## config.mk

```make
export PLATFORM = sky130hd
export DESIGN_NAME = writeback_unit
export DESIGN_NICKNAME = d
export VERILOG_FILES = /design/src/rtl/writeback_unit.sv
export SDC_FILE = /design/constraint.sdc
export NUM_CORES = 1
export LEC_CHECK = 0
export BUFFER_PORTS_ARGS = -buffer_cell sky130_fd_sc_hd__buf_4
export CORE_AREA = 2 2 144 146
export CTS_CLUSTER_DIAMETER = 150
export DETAILED_ROUTE_END_ITERATION = 16
export DIE_AREA = 0 0 146 148
export PLACE_DENSITY = 0.8
export SYNTH_ARGS = -nofsm -noshare
export SYNTH_HDL_FRONTEND = slang
export SYNTH_SLANG_ARGS = --single-unit
```

## constraint.sdc

```tcl
create_clock -name clk -period 8.3 [get_ports clk]
set_input_delay 1.66 -clock clk [delete_from_list [all_inputs] [get_ports clk]]
set_output_delay 1.66 -clock clk [all_outputs]
set_load 0.02 [all_outputs]
```

## src/rtl/writeback_unit.sv

```systemverilog
// Writeback arbiter: a load wins the register-file write port, ALU results wait in a small FIFO, and an 8-entry pending scoreboard tracks outstanding writes.
// Optional forward path compiled in with `define WB_BYPASS_EN.
module writeback_unit #(
    parameter int QDEPTH = 2
) (
    input  logic        clk,
    input  logic        reset,
    input  logic        alu_valid,
    input  logic [2:0]  alu_rd,
    input  logic [31:0] alu_value,
    output logic        alu_ready,
    input  logic        load_valid,
    input  logic [2:0]  load_rd,
    input  logic [31:0] load_value,
    input  logic        issue_valid,
    input  logic [2:0]  issue_rd,
    input  logic [2:0]  rs1,
    input  logic [2:0]  rs2,
    output logic        rs1_busy,
    output logic        rs2_busy,
    output logic        rs1_fwd_en,
    output logic        rs2_fwd_en,
    output logic [31:0] fwd_value,
    output logic        reg_write_en,
    output logic [2:0]  rd,
    output logic [31:0] rd_value
);

    // Storage is sized for the largest legal depth; only QDEPTH entries are used.
    logic [2:0]  q_rd_q  [4];
    logic [31:0] q_val_q [4];
    logic [1:0]  head_q, head_d;
    logic [1:0]  tail_q, tail_d;
    logic [2:0]  count_q, count_d;
    logic [7:0]  pending_q, pending_d;
    logic        wen_q, wen_d;
    logic [2:0]  rd_q, rd_d;
    logic [31:0] rd_value_q, rd_value_d;

    logic        alu_acc_s;
    logic        deq_s;
    logic        enq_s;
    logic        alu_taken_s;
    logic        hit1_s;
    logic        hit2_s;

    function automatic logic [1:0] next_ptr(input logic [1:0] p);
        return (p == 2'(QDEPTH - 1)) ? 2'd0 : p + 2'd1;
    endfunction

    assign alu_ready = (count_q < 3'(QDEPTH));
    assign alu_acc_s = alu_valid && alu_ready;

    // Write-source selection, queue bookkeeping and scoreboard next state.
    always_comb begin
        wen_d       = 1'b0;
        rd_d        = 3'd0;
        rd_value_d  = 32'd0;
        deq_s       = 1'b0;
        alu_taken_s = 1'b0;
        if (load_valid && (load_rd != 3'd0)) begin
            wen_d      = 1'b1;
            rd_d       = load_rd;
            rd_value_d = load_value;
        end else if (count_q != 3'd0) begin
            wen_d      = 1'b1;
            rd_d       = q_rd_q[head_q];
            rd_value_d = q_val_q[head_q];
            deq_s      = 1'b1;
        end else if (alu_acc_s && (alu_rd != 3'd0)) begin
            wen_d       = 1'b1;
            rd_d        = alu_rd;
            rd_value_d  = alu_value;
            alu_taken_s = 1'b1;
        end else begin
            wen_d = 1'b0;
        end

        enq_s  = alu_acc_s && (alu_rd != 3'd0) && !alu_taken_s;
        head_d = deq_s ? next_ptr(head_q) : head_q;
        tail_d = enq_s ? next_ptr(tail_q) : tail_q;

        case ({enq_s, deq_s})
            2'b10:   count_d = count_q + 3'd1;
            2'b01:   count_d = count_q - 3'd1;
            default: count_d = count_q;
        endcase

        // Issue is applied after the clear so a same-cycle set wins.
        pending_d = pending_q;
        if (wen_d) begin
            pending_d[rd_d] = 1'b0;
        end else begin
            pending_d = pending_q;
        end
        if (issue_valid && (issue_rd != 3'd0)) begin
            pending_d[issue_rd] = 1'b1;
        end else begin
            pending_d[0] = 1'b0;
        end
    end

    // Control state: queue pointers, scoreboard and the registered write port.
    always_ff @(posedge clk or posedge reset) begin
        if (reset) begin
            head_q     <= 2'd0;
            tail_q     <= 2'd0;
            count_q    <= 3'd0;
            pending_q  <= 8'd0;
            wen_q      <= 1'b0;
            rd_q       <= 3'd0;
            rd_value_q <= 32'd0;
        end else begin
            head_q     <= head_d;
            tail_q     <= tail_d;
            count_q    <= count_d;
            pending_q  <= pending_d;
            wen_q      <= wen_d;
            rd_q       <= rd_d;
            rd_value_q <= rd_value_d;
        end
    end

    // Queue payload storage, written at the tail on enqueue.
    always_ff @(posedge clk or posedge reset) begin
        if (reset) begin
            for (int i = 0; i < 4; i++) begin
                q_rd_q[i]  <= 3'd0;
                q_val_q[i] <= 32'd0;
            end
        end else if (enq_s) begin
            q_rd_q[tail_q]  <= alu_rd;
            q_val_q[tail_q] <= alu_value;
        end else begin
            q_rd_q[tail_q]  <= q_rd_q[tail_q];
            q_val_q[tail_q] <= q_val_q[tail_q];
        end
    end

    assign reg_write_en = wen_q;
    assign rd           = rd_q;
    assign rd_value     = rd_value_q;

    assign hit1_s = wen_q && (rd_q == rs1) && (rs1 != 3'd0);
    assign hit2_s = wen_q && (rd_q == rs2) && (rs2 != 3'd0);

`ifdef WB_BYPASS_EN
    assign rs1_busy   = (rs1 != 3'd0) && pending_q[rs1];
    assign rs2_busy   = (rs2 != 3'd0) && pending_q[rs2];
    assign rs1_fwd_en = hit1_s;
    assign rs2_fwd_en = hit2_s;
    assign fwd_value  = rd_value_q;
`else
    // Without forwarding, a value being written this cycle is still unreadable.
    assign rs1_busy   = ((rs1 != 3'd0) && pending_q[rs1]) || hit1_s;
    assign rs2_busy   = ((rs2 != 3'd0) && pending_q[rs2]) || hit2_s;
    assign rs1_fwd_en = 1'b0;
    assign rs2_fwd_en = 1'b0;
    assign fwd_value  = 32'd0;
`endif

endmodule

```

==> impl_results.md <==
* First-pass GRT wire length at 39000 microns
* Mapped cell area at ~9900 sq um
* Post-CTS Resized at 0
* Sequential fraction of the synthesis area at 0.485
* RD Place Congestion at 0.800
* H-Tree Depth at 4
* Clk_lat worst skew at 0.43 ns
* Die Span Y at ~150 microns
* EDFF count, synth at 0
* Num CTS Buffers at 17
* Simple-gate share of the synthesized area at 0.119
* Routed metal-1 wirelength at slightly below 10000 microns
* Final nets at around 1100
* Clock Pin Slew Worst Setup and Hold Paths at ~0.070 ns
* Post-synthesis mux area share at 0.208
* Vias at ~7300
* Final number of hold-violating endpoints at 0
* Peak supply drop at 0.148 mV
* GR Overflow Total at 0
* Global Route Usage Sum at 0.227
* Layout area overhead at 15.5%
* Initial Utilization at 0.492
* Met2 WL post-DR at 12100 microns
* Asr flop ratio synth at 1.00
* Flops & latches, synth at roughly 190
* Max-slew violation count at 0
* Clk_skew at between 0.007 and 0.008 ns
* CTS tree: yes
* Max-Cap Viols at 0
* Critical Path RT at approximately 6.6 ns
* Kind of end point of the critical path: output port
* Rows at 52
* Buffers added on ports at between 100 and 150
* R2R Setup Slk at 4.83 ns
* Share of cells above drive strength 1 at 0.258
* Status: finished, final reports clean
* Vias per cell at between 5 and 6
* Pleak at approximately 4.8 nW
* Setup TNS at 0 ns
* Synth Area in Compound Gates at 0.114
* Tmin final at between 4 and 5 ns
* Met3 WL at roughly 1300 microns
* Pwr Density at approximately 330 nW/um^2
* ANT nets after route at 0
* Die X-Extent at around 150 microns
* Clock Path Buffers at 2
* Startpoint Class: input pin
* Slew margin rel. at 0.325
* Setup Fix Bufs, Post-CTS at 0
* Crit Path Max Fanout at 4
* XOR/XNOR Fraction of Synth Area at 0.00799
* First drt pass iteration count at 5
* Root Buffer: clkbuf_16
* Ys Warns at 0
* Antenna cells at 0
* Starting DRT DRC Count at around 570
* Clock Sink Count at 191
* Drc violations at 0
* Vias in the first global route at roughly 7700
* Final setup violation count at 0
* Type of the worst setup path: input pin to output port
* Die footprint at 21600 sq um
* Pin count of the biggest net entering global routing at ~110
* Total Power at ~3.7 mW
* Avg Cell Area, Syn at ~11 sq um
* Drt total wl at 23500 microns
* RSZ-0062 raised after global routing: false
* Worst hold path class: flop to flop
* Core area at 20000 sq um
* Top_reg_cell synth: dfrtp_1
* DP Wirelength at approximately 14000 microns
* CTS Hold Bufs at 0
* Worst Path Arrival at ~2.8 ns
* Top achievable clock speed at roughly 0.22 GHz
* Synth Instances at between 900 and 1000
* Period utilization at 0.539
* Area share of fa/ha/maj cells after synthesis at 0.00330
* Worst-margin pin slew at ~1 ns
* Post-DR wirelength/cell at around 18 microns
* Uppermost layer routed: met4
* Largest family of logic cells by synthesized area: multiplexers
* Netlist cell types at slightly below 50
* I/O pin count at ~160
* Initial antenna violation count at 0
placed cells by master, fill, tap and decap left out, types with 2 or more instances in the layout:
cell type   instances
bufinv_16           4
a31oi_1            32
a211oi_1            3
nor3_1              7
conb_1             34
clkinvlp_4          2
clkbuf_1            3
dfrtp_1           187
xnor2_1             3
nand2_1           146
o31ai_1             3
o21ai_1            35
nor2b_1             3
mux4_2             73
a21oi_1            40
nand3_1            35
a21boi_0            2
nand3b_1            3
mux2i_1            26
inv_1              10
o21ai_0            75
xor2_1              6
buf_4             132
clkbuf_16          17
clkbuf_8            2
nor2_1             74
mux2i_2            11
nand2b_2            2
dfrtp_2             3
where the power goes:
part / internal (mW) / total [mW] / switching, mW
registers: 1.16 / 1.38 / 0.214
clock network: 0.520 / 0.867 / 0.347
logic: 0.680 / 1.49 / 0.808
logic make-up after synthesis:
family | count (synthesis)
flip-flops | 191
buffers and inverters | 117
other | 1
XOR/XNOR | 9
multiplexers | 110
AO/OA/AOI/OAI | 201
AND/OR/NAND/NOR | 281
adder cells (fa/ha/maj) | 2
cell type report:
type / count / area, sq um
well taps: 270 / 338
clock inverters: 9 / 158
fillers: 1659 / 8650
flip-flops and latches: 191 / 4790
inverters: 11 / 48.8
repair buffers: 132 / 991
clock buffers: 22 / 464
multi-input cells: 637 / 4610
per-stage QoR:
step,worst slack (ns),hold slack (ns),instance area [sq um],utilization,instances
floorplan,1.44,0.461,9990,-,945
global placement,3.79,0.474,10800,0.537,1241
detailed placement,3.73,0.486,10800,0.537,1241
CTS,3.82,0.501,11400,0.568,1272
global route,3.72,0.531,11400,0.568,1272
finish,3.83,0.499,11400,0.568,1272
worst max-delay path, stage by stage:
cell and delay [ns]:
buf_4 0.12, mux4_2 0.50, o21ai_0 0.15, a21oi_1 0.08
nor2_1 0.09, a211oi_1 0.05, buf_4 0.16
flip-flops by register name, indices dropped and copies added (netlist names):
| name | flops |
|---|---|
| count_q | 3 |
| reg_write_en | 1 |
| rd_value | 32 |
| pending_q | 8 |
| tail_q | 2 |
| head_q | 2 |
| q_val_q | 128 |
| q_rd_q | 12 |
| rd | 3 |
path summary, 6_finish.rpt:
kind	from	to	cells after the start
worst max register to register	count_q[1]	q_val_q[122]	6
worst min register to register	q_val_q[47]	q_val_q[47]	2
max in group asynchronous	reset	tail_q[0]	3
worst max-delay path	rs1[0]	rs1_busy	7
min in group asynchronous	reset	pending_q[2]	2
worst min-delay path	q_val_q[47]	q_val_q[47]	2
cells in the mapped netlist, types with 2 or more instances:
cell type	instances	share of area
xnor2_1	3	0.0027
buf_1	10	0.0038
xor2_1	6	0.0053
nor3_1	7	0.0036
dfrtp_1	191	0.48
nand3_1	35	0.018
o31ai_1	3	0.0023
or3_1	2	0.0013
buf_2	10	0.0051
buf_6	3	0.0034
a31oi_1	32	0.020
nor2b_1	3	0.0019
a21oi_1	40	0.020
clkbuf_1	46	0.018
buf_4	36	0.027
o21ai_1	35	0.018
mux4_2	73	0.17
mux2i_1	26	0.026
nand2_1	146	0.056
inv_1	11	0.0042
nand3b_1	3	0.0023
and2_1	2	0.0013
nor2_1	74	0.028
mux2i_2	11	0.015
nand2b_1	3	0.0019
o21ai_0	75	0.038
a211oi_1	3	0.0023
a21boi_0	2	0.0015
metal layers:
| layer | GRT usage | vias to the layer above |
|---|---|---|
| li1 | - | 3365 |
| met1 | 0.285 | 3671 |
| met2 | 0.394 | 236 |
| met3 | 0.0485 | 49 |
| met4 | 0.0772 | 0 |
| met5 | 0 | - |
Note: power is estimated with default switching activity, not from simulation.
